File: src/rtl/alu_seq_unit.sv
// Sequential integer ALU: single-cycle RV-style ALU ops plus iterative shift-add multiply
// and restoring divide, behind a valid/ready request and result handshake.
module alu_seq_unit #(
    parameter int XLEN = 32,
    parameter bit EN_M = 1'b1
) (
    input  logic            clk,
    input  logic            rst_n,
    input  logic            in_valid,
    output logic            in_ready,
    input  logic [1:0]      alu_op,
    input  logic [2:0]      funct3,
    input  logic            funct7_5,
    input  logic            funct7_0,
    input  logic [XLEN-1:0] op_a,
    input  logic [XLEN-1:0] op_b,
    output logic            out_valid,
    input  logic            out_ready,
    output logic [XLEN-1:0] result,
    output logic            zero,
    output logic            err
);

    localparam int SHW = $clog2(XLEN);
    localparam logic [XLEN-1:0] MIN_NEG = {1'b1, {(XLEN-1){1'b0}}};

    typedef enum logic [1:0] {ST_IDLE, ST_ITER, ST_OUT} state_e;

    typedef enum logic [4:0] {
        OP_ADD, OP_SUB, OP_SLL, OP_SLT, OP_SLTU, OP_XOR, OP_SRL, OP_SRA, OP_OR, OP_AND,
        OP_MUL, OP_MULH, OP_MULHSU, OP_MULHU, OP_DIV, OP_DIVU, OP_REM, OP_REMU, OP_ILL
    } op_e;

    function automatic op_e base_op(input logic [2:0] f3);
        case (f3)
            3'b000:  return OP_ADD;
            3'b001:  return OP_SLL;
            3'b010:  return OP_SLT;
            3'b011:  return OP_SLTU;
            3'b100:  return OP_XOR;
            3'b101:  return OP_SRL;
            3'b110:  return OP_OR;
            default: return OP_AND;
        endcase
    endfunction

    function automatic op_e m_op(input logic [2:0] f3);
        case (f3)
            3'b000:  return OP_MUL;
            3'b001:  return OP_MULH;
            3'b010:  return OP_MULHSU;
            3'b011:  return OP_MULHU;
            3'b100:  return OP_DIV;
            3'b101:  return OP_DIVU;
            3'b110:  return OP_REM;
            default: return OP_REMU;
        endcase
    endfunction

    state_e              r_state;
    logic [SHW-1:0]      r_cnt;
    logic [XLEN-1:0]     r_result;
    logic                r_zero;
    logic                r_err;
    logic [2*XLEN-1:0]   r_acc;
    logic [XLEN-1:0]     r_opd;
    logic                r_is_mul;
    logic                r_hi;
    logic                r_neg;

    op_e                 w_op;
    logic [SHW-1:0]      w_shamt;
    logic                w_b_zero;
    logic                w_ovf;
    logic                w_is_m;
    logic                w_is_d;
    logic                w_iter;
    logic                w_a_neg;
    logic                w_b_neg;
    logic [XLEN-1:0]     w_a_mag;
    logic [XLEN-1:0]     w_b_mag;
    logic                w_neg;
    logic                w_hi;
    logic [XLEN-1:0]     w_res1;
    logic [XLEN:0]       w_mul_sum;
    logic [XLEN:0]       w_rem_sh;
    logic [XLEN:0]       w_diff;
    logic [2*XLEN-1:0]   w_acc_next;
    logic [2*XLEN-1:0]   w_prod;
    logic [XLEN-1:0]     w_quo;
    logic [XLEN-1:0]     w_rem;
    logic [XLEN-1:0]     w_fin;

    assign in_ready  = (r_state == ST_IDLE);
    assign out_valid = (r_state == ST_OUT);
    assign result    = r_result;
    assign zero      = r_zero;
    assign err       = r_err;

    // I-type never decodes as illegal: funct7_0 is ignored and funct7_5 only picks SRAI.
    always_comb begin
        // NOTE: default assignment first so every path drives w_op and no latch is inferred.
        w_op = OP_ILL;
        case (alu_op)
            2'b00: w_op = OP_ADD;
            2'b01: w_op = OP_SUB;
            2'b10: begin
                if (funct7_0) begin
                    if (EN_M && !funct7_5) w_op = m_op(funct3);
                end else if (funct7_5) begin
                    if (funct3 == 3'b000)      w_op = OP_SUB;
                    else if (funct3 == 3'b101) w_op = OP_SRA;
                end else begin
                    w_op = base_op(funct3);
                end
            end
            default: begin
                if (funct3 == 3'b101 && funct7_5) w_op = OP_SRA;
                else                              w_op = base_op(funct3);
            end
        endcase
    end

    assign w_shamt  = op_b[SHW-1:0];
    assign w_b_zero = (op_b == '0);
    assign w_ovf    = (op_a == MIN_NEG) && (&op_b);
    assign w_is_m   = (w_op == OP_MUL) || (w_op == OP_MULH) || (w_op == OP_MULHSU) || (w_op == OP_MULHU);
    assign w_is_d   = (w_op == OP_DIV) || (w_op == OP_DIVU) || (w_op == OP_REM) || (w_op == OP_REMU);
    assign w_iter   = w_is_m || (w_is_d && !w_b_zero && !(((w_op == OP_DIV) || (w_op == OP_REM)) && w_ovf));

    // Iterative ops run on magnitudes; the sign is reapplied when the result is captured.
    assign w_a_neg = op_a[XLEN-1] && ((w_op == OP_MULH) || (w_op == OP_MULHSU) || (w_op == OP_DIV) || (w_op == OP_REM));
    assign w_b_neg = op_b[XLEN-1] && ((w_op == OP_MULH) || (w_op == OP_DIV) || (w_op == OP_REM));
    assign w_a_mag = w_a_neg ? -op_a : op_a;
    assign w_b_mag = w_b_neg ? -op_b : op_b;
    assign w_neg   = (w_op == OP_REM) ? w_a_neg : (w_a_neg ^ w_b_neg);
    assign w_hi    = (w_op == OP_MULH) || (w_op == OP_MULHSU) || (w_op == OP_MULHU) ||
                     (w_op == OP_REM) || (w_op == OP_REMU);

    always_comb begin
        w_res1 = '0;
        case (w_op)
            OP_ADD:  w_res1 = op_a + op_b;
            OP_SUB:  w_res1 = op_a - op_b;
            OP_SLL:  w_res1 = op_a << w_shamt;
            OP_SLT:  w_res1 = {{(XLEN-1){1'b0}}, $signed(op_a) < $signed(op_b)};
            OP_SLTU: w_res1 = {{(XLEN-1){1'b0}}, op_a < op_b};
            OP_XOR:  w_res1 = op_a ^ op_b;
            OP_SRL:  w_res1 = op_a >> w_shamt;
            OP_SRA:  w_res1 = $signed(op_a) >>> w_shamt;
            OP_OR:   w_res1 = op_a | op_b;
            OP_AND:  w_res1 = op_a & op_b;
            OP_DIV:  w_res1 = w_b_zero ? '1 : op_a;
            OP_DIVU: w_res1 = '1;
            OP_REM:  w_res1 = w_b_zero ? op_a : '0;
            OP_REMU: w_res1 = op_a;
            default: w_res1 = '0;
        endcase
    end

    // r_acc holds {partial product, multiplier} or {partial remainder, dividend/quotient}.
    assign w_mul_sum = {1'b0, r_acc[2*XLEN-1:XLEN]} + (r_acc[0] ? {1'b0, r_opd} : '0);
    assign w_rem_sh  = {r_acc[2*XLEN-1:XLEN], r_acc[XLEN-1]};
    assign w_diff    = w_rem_sh - {1'b0, r_opd};

    always_comb begin
        if (r_is_mul)
            w_acc_next = {w_mul_sum, r_acc[XLEN-1:1]};
        else if (w_diff[XLEN])
            w_acc_next = {w_rem_sh[XLEN-1:0], r_acc[XLEN-2:0], 1'b0};
        else
            w_acc_next = {w_diff[XLEN-1:0], r_acc[XLEN-2:0], 1'b1};
    end

    assign w_prod = r_neg ? -w_acc_next : w_acc_next;
    assign w_quo  = r_neg ? -w_acc_next[XLEN-1:0] : w_acc_next[XLEN-1:0];
    assign w_rem  = r_neg ? -w_acc_next[2*XLEN-1:XLEN] : w_acc_next[2*XLEN-1:XLEN];
    assign w_fin  = r_is_mul ? (r_hi ? w_prod[2*XLEN-1:XLEN] : w_prod[XLEN-1:0])
                             : (r_hi ? w_rem : w_quo);

    always_ff @(posedge clk) begin
        if (!rst_n) begin
            // NOTE: non-blocking assignments for all state so every register samples pre-edge values.
            r_state  <= ST_IDLE;
            r_cnt    <= '0;
            r_result <= '0;
            r_zero   <= 1'b0;
            r_err    <= 1'b0;
        end else begin
            case (r_state)
                ST_IDLE: begin
                    if (in_valid) begin
                        if (w_iter) begin
                            r_state <= ST_ITER;
                            r_cnt   <= '0;
                        end else begin
                            r_state  <= ST_OUT;
                            r_result <= w_res1;
                            r_zero   <= (w_res1 == '0);
                            r_err    <= (w_op == OP_ILL);
                        end
                    end
                end
                ST_ITER: begin
                    if (r_cnt == SHW'(XLEN-1)) begin
                        r_state  <= ST_OUT;
                        r_cnt    <= '0;
                        r_result <= w_fin;
                        r_zero   <= (w_fin == '0);
                        r_err    <= 1'b0;
                    end else begin
                        r_cnt <= r_cnt + 1'b1;
                    end
                end
                ST_OUT: begin
                    if (out_ready) r_state <= ST_IDLE;
                end
                default: r_state <= ST_IDLE;
            endcase
        end
    end

    // NOTE: datapath registers carry no reset; they are always loaded on acceptance before use.
    always_ff @(posedge clk) begin
        if (r_state == ST_IDLE && in_valid) begin
            r_acc    <= {{XLEN{1'b0}}, w_a_mag};
            r_opd    <= w_b_mag;
            r_is_mul <= w_is_m;
            r_hi     <= w_hi;
            r_neg    <= w_neg;
        end else if (r_state == ST_ITER) begin
            r_acc <= w_acc_next;
        end
    end

endmodule

File: config.mk
export PLATFORM = sky130hd
export DESIGN_NAME = alu_seq_unit
export DESIGN_NICKNAME = d
export VERILOG_FILES = /design/src/rtl/alu_seq_unit.sv
export SDC_FILE = /design/constraint.sdc
export NUM_CORES = 1
export LEC_CHECK = 0
export CORE_ASPECT_RATIO = 0.5
export CORE_MARGIN = 10
export CORE_UTILIZATION = 45
export DETAILED_ROUTE_END_ITERATION = 8
export GPL_TIMING_DRIVEN = 0
export SYNTH_ARGS = -nofsm -noshare
export SYNTH_HDL_FRONTEND = slang
export SYNTH_SLANG_ARGS = --single-unit
export TNS_END_PERCENT = 50
File: constraint.sdc
create_clock -name clk -period 13.4 [get_ports clk]
set_input_delay 2.68 -clock clk [delete_from_list [all_inputs] [get_ports clk]]
set_output_delay 2.68 -clock clk [all_outputs]
set_load 0.02 [all_outputs]
* After elaboration in Yosys (flattened, before gate mapping)
Cells that the tools add are included.
** Cells by class
- Add/subtract/negate cells :: 10
- $mul :: 0
- Div/mod/pow operators :: 0
- Magnitude comparators :: 2
- Equality and inequality tests :: 35
- Shifts and indexed selects :: 3
- Multiplexer cells :: 47
- Bitwise operators :: 4
- Reductions and logical operators :: 39
** Operators with widths (number)
- two-way mux 32 bit :: 15
- case mux 32 bit (14 select lines) :: 1
- two-way mux 64 bit :: 3
- negation 32 bit :: 4
- logical NOT 32 bit :: 3
- less-than comparator 32 bit :: 2
- negation 64 bit :: 1
- case mux 32 bit (2 select lines) :: 1
- two-way mux 5 bit :: 9
- == test 5 x 4 -> 1 bit (second input constant) :: 8
- case mux 5 bit (7 select lines) :: 1
- adder 32 x 32 -> 33 bit :: 1
- subtractor 33 x 32 -> 33 bit :: 1
- adder 32 bit :: 1
- AND 32 bit :: 1
- == test 32 bit (second input constant) :: 1
- OR 32 bit :: 1
- AND reduction 32 bit :: 1
- left shift 32 x 5 -> 32 bit :: 1
- right shift 32 x 5 -> 32 bit :: 1
- >>> shifter 32 x 5 -> 32 bit :: 1
- subtractor 32 bit :: 1
- bitwise XOR 32 bit :: 1
- case mux 4 bit (7 select lines) :: 1
- other kinds (28) :: 79
** Word-level totals
- Flip-flop bits (word level) :: 140
- Latch bits :: 0
- Bits in writable memories :: 0
- Bits in read-only memories :: 0
- Input bits :: 75
- Output and inout bits :: 36
- Logic and storage cells :: 151
- Memories :: 0

* Longest topological paths before layout
- Depth in word-level cells :: 16
- Mapped depth :: 30
- Gate-level depth less buffers :: 27

* Worst setup path before layout
Ideal clock, no wire load.
- Kind :: input -> register
- Start point :: input port op_b[2]
- End point :: register r_zero (netlist: zero)
- Setup time :: 0.058 ns
- Data arrival time :: 8.551 ns
- Required time :: 13.342 ns
- Slack :: 4.791 ns
- Stages :: 23
- Path buffers :: 7
- Cell sequence :: buf_2 > inv_1 > clkbuf_1 > clkbuf_1 > buf_1 > clkbuf_1 > clkbuf_1 > ha_1 > clkbuf_1 > a21o_1 > a211oi_1 > o211ai_1 > a2111oi_0 > a221oi_1 > xnor2_1 > o211ai_1 > or4_1 > nor4_1 > or3b_1 > or4_1 > nor4_1 > and4_1 > a311o_2
** On the way
- Cells in the longest elaborated chain, start to end :: 8
- Elaborated cells between the ends (all ways) :: 28
- Those cells by class :: add/sub: 2; order compare: 2; eq/ne: 1; shift: 3; mux: 6; bitwise: 3; reduce/logical: 11
** RTL lines
- start: declaration :: line 16 : input logic [XLEN-1:0] op_b,
- parallel branches: the longest is 8 deep, another holds subtractor 32 bit
- end signal: assignment :: line 199 : r_zero <= (w_res1 == '0);
- end signal: assignment :: line 209 : r_zero <= (w_fin == '0);
- end: declaration :: line 63 : logic r_zero;
Several ways; the timed one is not identified. The select of a mux whose other input is x is not followed.
A chain may end at the register's enable or synchronous reset.

* Final worst setup path
Same ends and word-level chain as after synthesis.

==> metrics.md <==
| Metric | Value |
|---|---|
| Drt pass-1 iters | 6 |
| Final setup skew | about 0.015 ns |
| Syn avg cell area | between 7 and 8 µm² |
| Die Height | 179 µm |
| Slew @ Worst Pin | 1.47 ns |
| Worst setup SP type | input port |
| Sequential cell area | between 0.003 and 0.004 mm² |
| Main synth FF type | dfxtp_1 |
| Fin. Hold Viols | 0 |
| Critical path type | input port to flip-flop |
| CTS tree | done |
| Post-Syn Area | 0.0227 mm² |
| Final TNS setup | 0 ns |
| Unrepaired setup endpoints after global routing | no |
| Netlist cell types | 103 |
| CTS max path bufs | 2 |
| Clock slew at reported path FFs | around 0.080 ns |
| Fill cell count | 5026 |
| Async SR Flop Fraction | 0% |
| Placed Cells | 3855 |
| Max cap viols | 1 |
| H-Tree Depth | 4 |
| Critical path required time | 13.79 ns |
| Clk sink count | 140 |
| # nets final | 3461 |
| Outcome | finished, violations left |
| Maximum VDD drop | just under 0.0001 V |
| Final ANT Viol Nets | 0 |
| Cts repair resizes | 0 |
| Adder-cell share of the synthesized area | 9.62% |
| Syn Nets | 3332 |
| Synth Area in Simple Gates | 23.0% |
| Minimum clock period | about 12 ns |
| Largest net degree at the start of global routing | 41 |
| Xor/xnor share of the synthesized area | just over 6% |
| Failing checks | capacitance limit |
| DR vias | 27.2k |
| Initial antenna violation count | 4 |
| Input/output buffers | 108 |
| Multi-input combinational cell area | 0.0177 mm² |
| I/O pin total | 111 |
| Setup Fix Bufs, Post-CTS | 0 |
| Max Clock Freq | ~85 MHz |
| CP max stage delay | 0.92 ns |
| Leakage | between 9 and 10 nW |
| Die area | 0.0603 mm² |
| TritonCTS Buffers | 17 |
| Die W | 337 µm |
| First-pass GRT wire length | 173000 µm |
| Starting Density | 45.4% |
| Worst skew pair latency | 0.45 ns |
| Post-CTS Hold Buffers | 0 |
| Initial DRC count | 4349 |
| Fraction of layout cells with a size suffix above 1 | 5.55% |
| DP HPWL | 98600 µm |
| CTS root buffer | clkbuf_16 |
| Layout Cells excl Fill | 3891 |
| Crit path buf inv count | 9 |
| Final Wtd Congestion | roughly 1.1 |
| # rows | 58 |
| Total GRT Usage | 38.6% |
| Crit-path most repeated cell | clkbuf_1 |
| Grt total ovfl | 0 |
| Yosys warnings | 0 |
| Hold Path Class | flip-flop to flip-flop |
| Period utilization | 87.9% |
| Top Family by Delay on Critical Path | buffers and inverters |
| Post-Syn Instances | 3085 |
| DRC errors left | 0 |
| Largest family of logic cells by synthesized area | compound AO/OA/AOI/OAI gates |
| Mux cell area share after synthesis | 10.3% |
| Area growth syn-to-layout | 11.4% |
| Post-Route WL | 122000 µm |
| Slowest cell on the critical path | clkbuf_1 |
| Vias in the first global route | around 25k |
| Core Region | 0.0500 mm² |
| Count of flip-flops with a built-in enable after synthesis | 67 |
| Pwr Density | 87.1 mW/mm² |
| Register area share after synthesis | 15.3% |
| Synth Area in Compound Gates | 29.1% |
| Crit path DAT | roughly 12 ns |
| Routed length per placed instance | 31.3 µm |
| Critical path peak fanout | 11 |
| Synthesized flop and latch total | 140 |
| Final setup violating endpoints | 0 |
| Worst slew margin | 0.785% |
| Slew Limit Fails | 0 |
| Number of vias per cell | approximately 7 |
| Crit end category | flip-flop |
==> metrics by stage <==
step	total power, mW	cell area [µm²]	utilization (%)	setup WS (ns)	hold slack (ns)
floorplan	1.22	22700	-	4.79	0.455
global placement	1.65	24600	49.2	1.64	0.442
detailed placement	1.65	24600	49.2	1.71	0.448
CTS	2.13	25200	50.5	2.10	0.459
global route	2.26	25200	50.5	1.50	0.478
finish	2.20	25300	50.5	1.62	0.457
==> placed cells by master (no fill, tap or decap), types with 80 or more instances in the layout <==
cell type	n
ha_1	168
nor2_1	343
nor3_1	82
xnor2_1	124
clkbuf_1	177
nand2_1	281
clkdlybuf4s50_1	108
inv_1	151
mux2i_1	80
a21oi_1	241
o21ai_0	193
==> path summary, 6_finish.rpt <==
check,slack (ns),startpoint,end,cells past startpoint
worst max-delay path,1.62,op_b[2],zero,25
worst min-delay path,0.46,result[26],result[26],2
worst max register to register,3.20,r_is_mul,zero,24
worst min register to register,0.46,result[26],result[26],2
==> cell families (layout without fill, tap and decap cells) <==
kind of cell,count (synthesis),count (layout)
AO/OA/AOI/OAI,984,984
XOR/XNOR,157,157
adder cells (fa/ha/maj),172,172
buffers and inverters,384,526
flip-flops,140,140
multiplexers,161,161
other,0,4
AND/OR/NAND/NOR,1087,1087
==> layout make-up <==
cell class / count / area share (%)
clock buffer: 17 / 1.68
sequential: 140 / 13.8
clock inverter: 15 / 0.768
inverter: 157 / 2.34
multi-input combinational: 2561 / 70.2
antenna: 4 / 0.0396
tap: 660 / 3.27
timing repair buffer: 110 / 4.40
buffer: 227 / 3.49
==> flip-flops by register name, summed over array words and instances (netlist names), 2 cells and up <==
signal	cells
result	32
r_state	2
r_acc	64
r_opd	32
r_cnt	5
==> tightest hold or removal path, delay by kind of cell (launching register included) <==
| kind | cells | cell delay [ns] |
|---|---|---|
| flops | 1 | 0.31 |
| simple gates | 1 | 0.05 |
| compound gates | 1 | 0.05 |
==> metal layers <==
| layer | part of all wire, % | GRT usage (%) | vias to the layer above |
|---|---|---|---|
| met5 | 0.013 | 0 | - |
| met4 | 4.4 | 15.3 | 2 |
| met3 | 12 | 9.75 | 329 |
| met2 | 42 | 59.0 | 1922 |
| met1 | 41 | 51.8 | 13188 |
| li1 | - | - | 11782 |
==> power breakdown <==
part / internal, mW / total (mW) / switching, mW
Clock: 0.254 / 0.488 / 0.234
Sequential: 0.495 / 0.535 / 0.0396
Combinational: 0.378 / 1.18 / 0.798
==> cells in the mapped netlist (all sizes together), types with 25 or more instances <==
| library cell | count | area share, % |
|---|---|---|
| and2 | 51 | 1.4 |
| dfxtp | 73 | 6.4 |
| o211ai | 51 | 1.7 |
| buf | 49 | 0.94 |
| nor2 | 343 | 5.7 |
| nand2 | 281 | 4.7 |
| clkbuf | 178 | 2.9 |
| a21oi | 243 | 5.4 |
| o31ai | 42 | 1.4 |
| nor4 | 30 | 0.83 |
| a31oi | 43 | 1.3 |
| nand2b | 30 | 0.83 |
| or3 | 47 | 1.4 |
| mux4 | 54 | 5.5 |
| xor2 | 33 | 1.3 |
| mux2 | 27 | 1.3 |
| o21ai | 197 | 4.4 |
| ha | 168 | 9.3 |
| mux2i | 80 | 3.5 |
| a2111oi | 25 | 1.1 |
| nand3 | 72 | 1.6 |
| edfxtp | 67 | 8.9 |
| a211oi | 68 | 2.3 |
| nor3 | 87 | 2.1 |
| nand4 | 37 | 1.0 |
| a21o | 45 | 1.5 |
| inv | 152 | 2.5 |
| xnor2 | 124 | 4.8 |
No activity file was read; power rests on OpenSTA's default activity.
